**src/rtl/asg_seq_ctrl.sv**
```systemverilog
// Segment sequencer for one ASG channel. Holds a small table of
// {start pointer, size, repeat count} segments and walks through them,
// reprogramming and retriggering the channel at each segment boundary.
//
//  state | meaning
//  IDLE  | waiting for start; the segment table may be written
//  LOAD  | present table[seg] to the channel, hold the channel FSM in reset
//  ARM   | fire the software trigger for the freshly loaded segment
//  RUN   | count channel wrap events until the segment's repeats are used up
//  NEXT  | choose the next segment, restart from 0, or finish
module asg_seq_ctrl #(
   parameter int RSZ = 14,
   parameter int SAW = 3
) (
   input  logic              dac_clk_i,
   input  logic              dac_rst_i,
   input  logic              cfg_we_i,
   input  logic [SAW-1:0]    cfg_idx_i,
   input  logic [RSZ+15:0]   cfg_ofs_i,
   input  logic [RSZ+15:0]   cfg_size_i,
   input  logic [15:0]       cfg_nrep_i,
   input  logic [SAW-1:0]    cfg_last_i,
   input  logic              cfg_loop_i,
   input  logic              start_i,
   input  logic              stop_i,
   input  logic              wrap_evt_i,
   output logic [RSZ+15:0]   set_ofs_o,
   output logic [RSZ+15:0]   set_size_o,
   output logic              set_rst_o,
   output logic              trig_sw_o,
   output logic [2:0]        trig_src_o,
   output logic [SAW-1:0]    seg_o,
   output logic              busy_o,
   output logic              done_o,
   output logic              cfg_err_o
);

   localparam int NSEG = 1 << SAW;
   localparam int PW   = RSZ + 16;

   typedef enum logic [2:0] {
      ST_IDLE,
      ST_LOAD,
      ST_ARM,
      ST_RUN,
      ST_NEXT
   } state_t;

   state_t          r_state;
   logic [PW-1:0]   r_tbl_ofs  [NSEG];
   logic [PW-1:0]   r_tbl_size [NSEG];
   logic [15:0]     r_tbl_nrep [NSEG];
   logic [PW-1:0]   r_set_ofs;
   logic [PW-1:0]   r_set_size;
   logic            r_set_rst;
   logic            r_trig_sw;
   logic [SAW-1:0]  r_seg;
   logic [15:0]     r_cnt;
   logic            r_started;
   logic            r_cfg_err;
   logic            w_busy;
   logic            w_last_seg;
   logic            w_done;

   assign w_busy     = (r_state != ST_IDLE);
   // A live stop in NEXT aborts the sequence, so it must also mask done.
   assign w_last_seg = !(r_seg < cfg_last_i) && !cfg_loop_i;
   assign w_done     = (r_state == ST_NEXT) && w_last_seg && !stop_i;

   // Segment table: writable only while idle, cleared by reset.
   always_ff @(posedge dac_clk_i) begin
      if (dac_rst_i) begin
         for (int i = 0; i < NSEG; i++) begin
            r_tbl_ofs[i]  <= '0;
            r_tbl_size[i] <= '0;
            r_tbl_nrep[i] <= '0;
         end
      end else if (cfg_we_i && !w_busy) begin
         r_tbl_ofs[cfg_idx_i]  <= cfg_ofs_i;
         r_tbl_size[cfg_idx_i] <= cfg_size_i;
         r_tbl_nrep[cfg_idx_i] <= cfg_nrep_i;
      end
   end

   // Sequencer FSM with registered channel-control outputs.
   always_ff @(posedge dac_clk_i) begin
      if (dac_rst_i) begin
         r_state    <= ST_IDLE;
         r_set_ofs  <= '0;
         r_set_size <= '0;
         r_set_rst  <= 1'b0;
         r_trig_sw  <= 1'b0;
         r_seg      <= '0;
         r_cnt      <= '0;
         r_started  <= 1'b0;
         r_cfg_err  <= 1'b0;
      end else begin
         r_set_rst <= 1'b0;
         r_trig_sw <= 1'b0;
         if (cfg_we_i && w_busy)
            r_cfg_err <= 1'b1;
         if (stop_i && w_busy) begin
            r_state   <= ST_IDLE;
            r_set_rst <= 1'b1;
         end else begin
            case (r_state)
               ST_IDLE: begin
                  if (start_i && !stop_i) begin
                     r_state   <= ST_LOAD;
                     r_seg     <= '0;
                     r_set_rst <= 1'b1;
                     r_cfg_err <= 1'b0;
                  end
               end
               ST_LOAD: begin
                  r_set_ofs  <= r_tbl_ofs[r_seg];
                  r_set_size <= r_tbl_size[r_seg];
                  // A repeat count of 0 behaves exactly like 1.
                  r_cnt      <= (r_tbl_nrep[r_seg] == 16'd0) ? 16'd1 : r_tbl_nrep[r_seg];
                  r_started  <= 1'b0;
                  r_trig_sw  <= 1'b1;
                  r_state    <= ST_ARM;
               end
               ST_ARM: begin
                  r_state <= ST_RUN;
               end
               ST_RUN: begin
                  // The first event after the trigger is the channel's start
                  // event, not a completed wrap.
                  if (wrap_evt_i) begin
                     if (!r_started) begin
                        r_started <= 1'b1;
                     end else begin
                        r_cnt <= r_cnt - 16'd1;
                        if (r_cnt == 16'd1)
                           r_state <= ST_NEXT;
                     end
                  end
               end
               ST_NEXT: begin
                  if (r_seg < cfg_last_i) begin
                     r_seg     <= r_seg + 1'b1;
                     r_state   <= ST_LOAD;
                     r_set_rst <= 1'b1;
                  end else if (cfg_loop_i) begin
                     r_seg     <= '0;
                     r_state   <= ST_LOAD;
                     r_set_rst <= 1'b1;
                  end else begin
                     r_state <= ST_IDLE;
                  end
               end
               default: r_state <= ST_IDLE;
            endcase
         end
      end
   end

   assign set_ofs_o  = r_set_ofs;
   assign set_size_o = r_set_size;
   assign set_rst_o  = r_set_rst;
   assign trig_sw_o  = r_trig_sw;
   assign trig_src_o = w_busy ? 3'd1 : 3'd0;
   assign seg_o      = r_seg;
   assign busy_o     = w_busy;
   assign done_o     = w_done;
   assign cfg_err_o  = r_cfg_err;

endmodule

```
**config.mk**
```make
export PLATFORM = sky130hd
export DESIGN_NAME = asg_seq_ctrl
export DESIGN_NICKNAME = d
export VERILOG_FILES = /design/src/rtl/asg_seq_ctrl.sv
export SDC_FILE = /design/constraint.sdc
export NUM_CORES = 1
export LEC_CHECK = 0
export CORE_ASPECT_RATIO = 1.5
export CORE_UTILIZATION = 45
export DETAILED_ROUTE_END_ITERATION = 8
export DONT_BUFFER_PORTS = 1
export GPL_TIMING_DRIVEN = 0
export PLACE_DENSITY = 0.63
export SETUP_SLACK_MARGIN = 0.02
export SKIP_CTS_REPAIR_TIMING = 1
export SYNTH_ARGS = -nofsm -noshare
export SYNTH_HDL_FRONTEND = slang
export SYNTH_SLANG_ARGS = --single-unit
```
**constraint.sdc**
```tcl
create_clock -name dac_clk_i -period 8.51 [get_ports dac_clk_i]
set_input_delay 1.702 -clock dac_clk_i [delete_from_list [all_inputs] [get_ports dac_clk_i]]
set_output_delay 1.702 -clock dac_clk_i [all_outputs]
set_load 0.01 [all_outputs]
```
* Word-level counts from Yosys, hierarchy flattened *
Memories as Yosys holds them, arrays and structs flattened. A register that Yosys moved wholly into a read port is not among the register bits.
Index checks and enable logic that the tools add are counted.

storage, ports and cells
  register bits = 26
  memory bits (writable) = 608
  input bits = 89
  memories = 3

memories
  name        depth  width  read ports  clocked after Yosys merged registers in  write ports  RTL line  RTL
  r_tbl_ofs   8      30     1           1                                        8            50        logic [PW-1:0] r_tbl_ofs [NSEG];
  r_tbl_size  8      30     1           1                                        8            51        logic [PW-1:0] r_tbl_size [NSEG];
  r_tbl_nrep  8      16     1           1                                        8            52        logic [15:0] r_tbl_nrep [NSEG];

cells by class
  $add $sub $neg = 2
  magnitude comparators = 1
  eq/ne operators = 10
  muxes and demuxes = 44
  bitwise operators = 1
  reduce and logical (&&, ||, !) cells = 25

operators with widths
  kind                   number
  $mux 16                4
  $mux 30                2
  $reduce_or 30->1       2
  $mux 3                 12
  $pmux 16 s2            1
  $mux 1                 21
  $eq 16x1->1 const B    1
  $logic_not 16->1       1
  $reduce_or 16->1       1
  $sub 16x1->16 const B  1
  $pmux 3 s5             1
  $reduce_and 4->1       3
  $ne 2x2->1 const B     4
  $logic_and 1x1->1      7
  $eq 3x2->1 const B     2
  $pmux 3 s2             1
  $logic_not 1->1        4
  $pmux 1 s2             2
  $reduce_bool 2->1      2
  $add 3x1->3 const B    1
  $eq 3x1->1 const B     1
  $eq 3x3->1 const B     1
  $logic_not 3->1        1
  $lt 3x3->1             1
  other kinds (6)        6

* Depth between registers and ports, before layout *
  depth after elaboration = 8
  depth in mapped cells = 9
  depth with buffers taken out = 8

* Worst setup path before layout *
OpenSTA, ideal clock, no wires.

  kind = input to register
  start = input port dac_rst_i
  end = memory r_tbl_nrep[2][0], enable pin
  arrival = 7.410 ns
  data required time = 7.895 ns
  slack = 0.485 ns
  cell stages on the path = 3
  path buffers = 0
  cells stage by stage = inv_2 -> nand4b_1 -> o21ai_0

RTL lines
  item             RTL line  RTL
  start, declared  16        input logic dac_rst_i,
  end, declared    52

==> flow_summary.yaml <==
run_status:
  status: "complete, no violations"
setup_path:
  r2r_end: "r_tbl_size[0][12]"
  cp-end-kind: "register"
  rr_worst_depth: 7
  reg2reg_from: "r_state[2]"
  crit_fanout: 43
  rrSetupSlack_ns: 4.34
  crit_required_ns: 8.78
  endpoint: "r_tbl_size[0][12]"
  startpoint: "dac_rst_i"
  worstSetupPathType: "in2reg"
  arrival_ns: 4.83
  start_kind: "primary input"
cts:
  cts_sinks: 697
  cts_tree: "yes"
  insertion_delay_ns: 0.61
  clkTransAtPathRegs_ns: 0.06
  cts_made_buffers: 68
  clockRootBuffer: "clkbuf_16"
  cts_buffer_depth: 3
  htreeDepth: 3
routing:
  drc: 0
  num_vias: 17200
  routedWlPerCell_um: 26.4
  detail-route-antenna-nets: 0
  vias_per_cell: 5.62
  drt_iter0_markers: 1464
  dr.pass1.iters: 5
  wirelength_um: 80700
power_and_ir_drop:
  seqPwrFrac: 0.529
  power.leakage_nw: 12.0
  switching_share: 0.219
  intPower_mw: 5.74
  power_mw: 7.35
  power_switching_mw: 1.61
  ir_drop_mv: 0.141
  combPwrFrac: 0.062
  power_frac_clock: 0.410
  p_per_area_mw_per_mm2: 214
logic_synthesis:
  synthCells: 2019
  ys.flop_type: "edfxtp_1"
  synth_edf_count: 608
  synth_cell_type_count: 56
  synthArstFlopShare: 0
  ys_ff_latch: 697
  yosysSeqAreaShare: 0.662
  syn_area_mm2: 0.0303
  avgSynthCellArea_um2: 15.0
  yosysWarnings: 0
sta:
  post-route-min-period_ns: 4.56
  worstMarginPinSlew_ns: 1.24
  finalSetupViolCount: 0
  report.final.slew_viol_count: 0
  max_freq_mhz: 219
  final.period_utilization: 0.536
  clock_skew_ns: 0.0263
  timing_hold_violations_final: 0
  slew_headroom: 0.171
  rsz0062_at_grt: "no"
grt:
  track_usage: 0.242
  grt_max_degree: 44
  antenna_found_initial: 4
  grt_pass1_vias: 18400
  grt_first_pass_wirelength_um: 118000
  grt-ovfl-total: 0
layout:
  drive_gt1_frac: 0.141
  area_delta_synth_final_pct: 13.3
  nets: 2210
  final_cells: 3056
run:
  cap_violations: 0
placement:
  gp_congestion: 0.909
  post-place-cells: 2931
  hpwl_um: 55500
  io_buffers: 0
floorplanning:
  dieHeight_um: 320
  fp.coreArea_mm2: 0.0666
  fp.dieW_um: 214
  die_area_mm2: 0.0683
  rows: 116
  initial_core_util: 0.454
  io_pins: 160
worst_hold_path:
  min_path_type: "reg2reg"
## cell usage in the layout (no fill, tap or decap), types with 6 or more instances in the layout
cell	n
and2_1	609
edfxtp_1	608
mux4_2	133
clkbuf_1	118
mux2i_1	93
dfxtp_1	89
nand2_1	73
o21ai_0	73
clkbuf_16	73
nor2_1	43
o22ai_1	25
a21oi_1	22
buf_2	16
clkinv_2	16
buf_16	15
nor3_1	13
buf_12	11
xnor2_1	10
clkbuf_8	10
inv_1	9
buf_1	8
nor4_1	8
nand2b_1	6
o21ai_4	6
or3_1	6
## worst min path at each step
| stage | depth (start not counted) | start | endpoint | slack, ns |
|---|---|---|---|---|
| 3_5_place_dp | 2 | r_cnt[15] | r_cnt[15] | 0.47 |
| 4_1_cts | 2 | r_cnt[15] | r_cnt[15] | 0.48 |
| 3_3_place_gp | 2 | r_cnt[15] | r_cnt[15] | 0.47 |
| 5_1_grt | 2 | r_cnt[15] | r_cnt[15] | 0.50 |
| 2_1_floorplan | 2 | r_cnt[15] | r_cnt[15] | 0.44 |
| 6_report | 2 | r_cnt[15] | r_cnt[15] | 0.49 |
## cell usage after synthesis, types with 5 or more instances
cell      number  area, µm²
nand2_1       73        274
dfxtp_1       89       1780
buf_2         16       80.1
nor3_1        13       65.1
nand4_1        5       31.3
or3_1          6       37.5
inv_1          9       33.8
nor4_1         8       50.1
ha_1           5       62.6
a21oi_1       23        115
o21ai_0       79        395
edfxtp_1     608      18300
buf_4          5       37.5
o22ai_1       25        156
nor2_1        43        161
nand2b_1       6       37.5
buf_1          8       30.0
mux4_2       133       3000
mux2i_1       93        931
xnor2_1       10       87.6
and2_1       609       3810
clkbuf_1     106        398
## power groups by stage
| stage | logic, mW | clock network [mW] | registers, mW |
|---|---|---|---|
| after floorplan | 0.281 | 0 | 3.97 |
| after global placement | 0.407 | 0 | 4.00 |
| after detailed placement | 0.459 | 0 | 3.96 |
| after CTS | 0.460 | 3.04 | 3.89 |
| after global routing | 0.484 | 3.16 | 3.90 |
| final | 0.455 | 3.01 | 3.89 |
## area by class of cell
class	instances	area (µm²)
Clock buffer	95	2010
Tap cell	885	1110
Inverter	10	37.5
Fill cell	5477	32300
Multi-Input combinational cell	1176	9700
Clock inverter	27	189
Buffer	137	562
Antenna cell	3	7.51
Sequential cell	697	20000
Timing Repair Buffer	26	633
## registers in the layout, indices dropped and copies added, names as in the netlist, 3 cells and up, named ones only
signal,cells
r_tbl_ofs,240
r_state,3
set_ofs_o,30
set_size_o,30
r_tbl_nrep,128
r_tbl_size,240
seg_o,3
r_cnt,16
## metrics by stage
stage | utilization | cell area, µm² | hold WS [ns] | setup TNS [ns] | setup WS [ns]
3_5_place_dp | 0.482 | 32100 | 0.467 | 0 | 3.44
2_1_floorplan | - | 30300 | 0.437 | 0 | 0.485
3_3_place_gp | 0.471 | 31400 | 0.467 | -2438.75 | -5.63
6_report | 0.515 | 34300 | 0.491 | 0 | 3.95
5_1_grt | 0.515 | 34300 | 0.501 | 0 | 3.80
4_1_cts | 0.515 | 34300 | 0.476 | 0 | 4.04
## critical path, stage by stage
cell and delay [ns]:
inv_2 0.31, nand4b_1 0.51, nor3_1 0.72, buf_2 0.50, or2_4 0.65, buf_16 0.32
## routing by layer
| layer | share of wire | routed length [µm] | vias to the layer above | track usage |
|---|---|---|---|---|
| met5 | 0 | 0 | - | 0 |
| met4 | 0.040 | 3270 | 0 | 0.110 |
| met3 | 0.080 | 6460 | 182 | 0.0626 |
| met2 | 0.54 | 43300 | 633 | 0.441 |
| met1 | 0.34 | 27700 | 8743 | 0.259 |
| li1 | - | - | 7604 | - |
## cells by family (layout without fill, tap and decap cells)
| group | after synthesis | count (layout) | synth area share |
|---|---|---|---|
| AOI/OAI and AO/OA | 148 | 148 | 0.0280 |
| xor gates and xnor gates | 11 | 11 | 0.00318 |
| and+or+nand+nor | 781 | 781 | 0.152 |
| adders and majority gates | 5 | 5 | 0.00207 |
| other | 1 | 5 | 0.000124 |
| DFF | 697 | 697 | 0.662 |
| muxes | 229 | 229 | 0.132 |
| buffers and inverters | 147 | 295 | 0.0198 |
(Power assumes the default switching activity.)
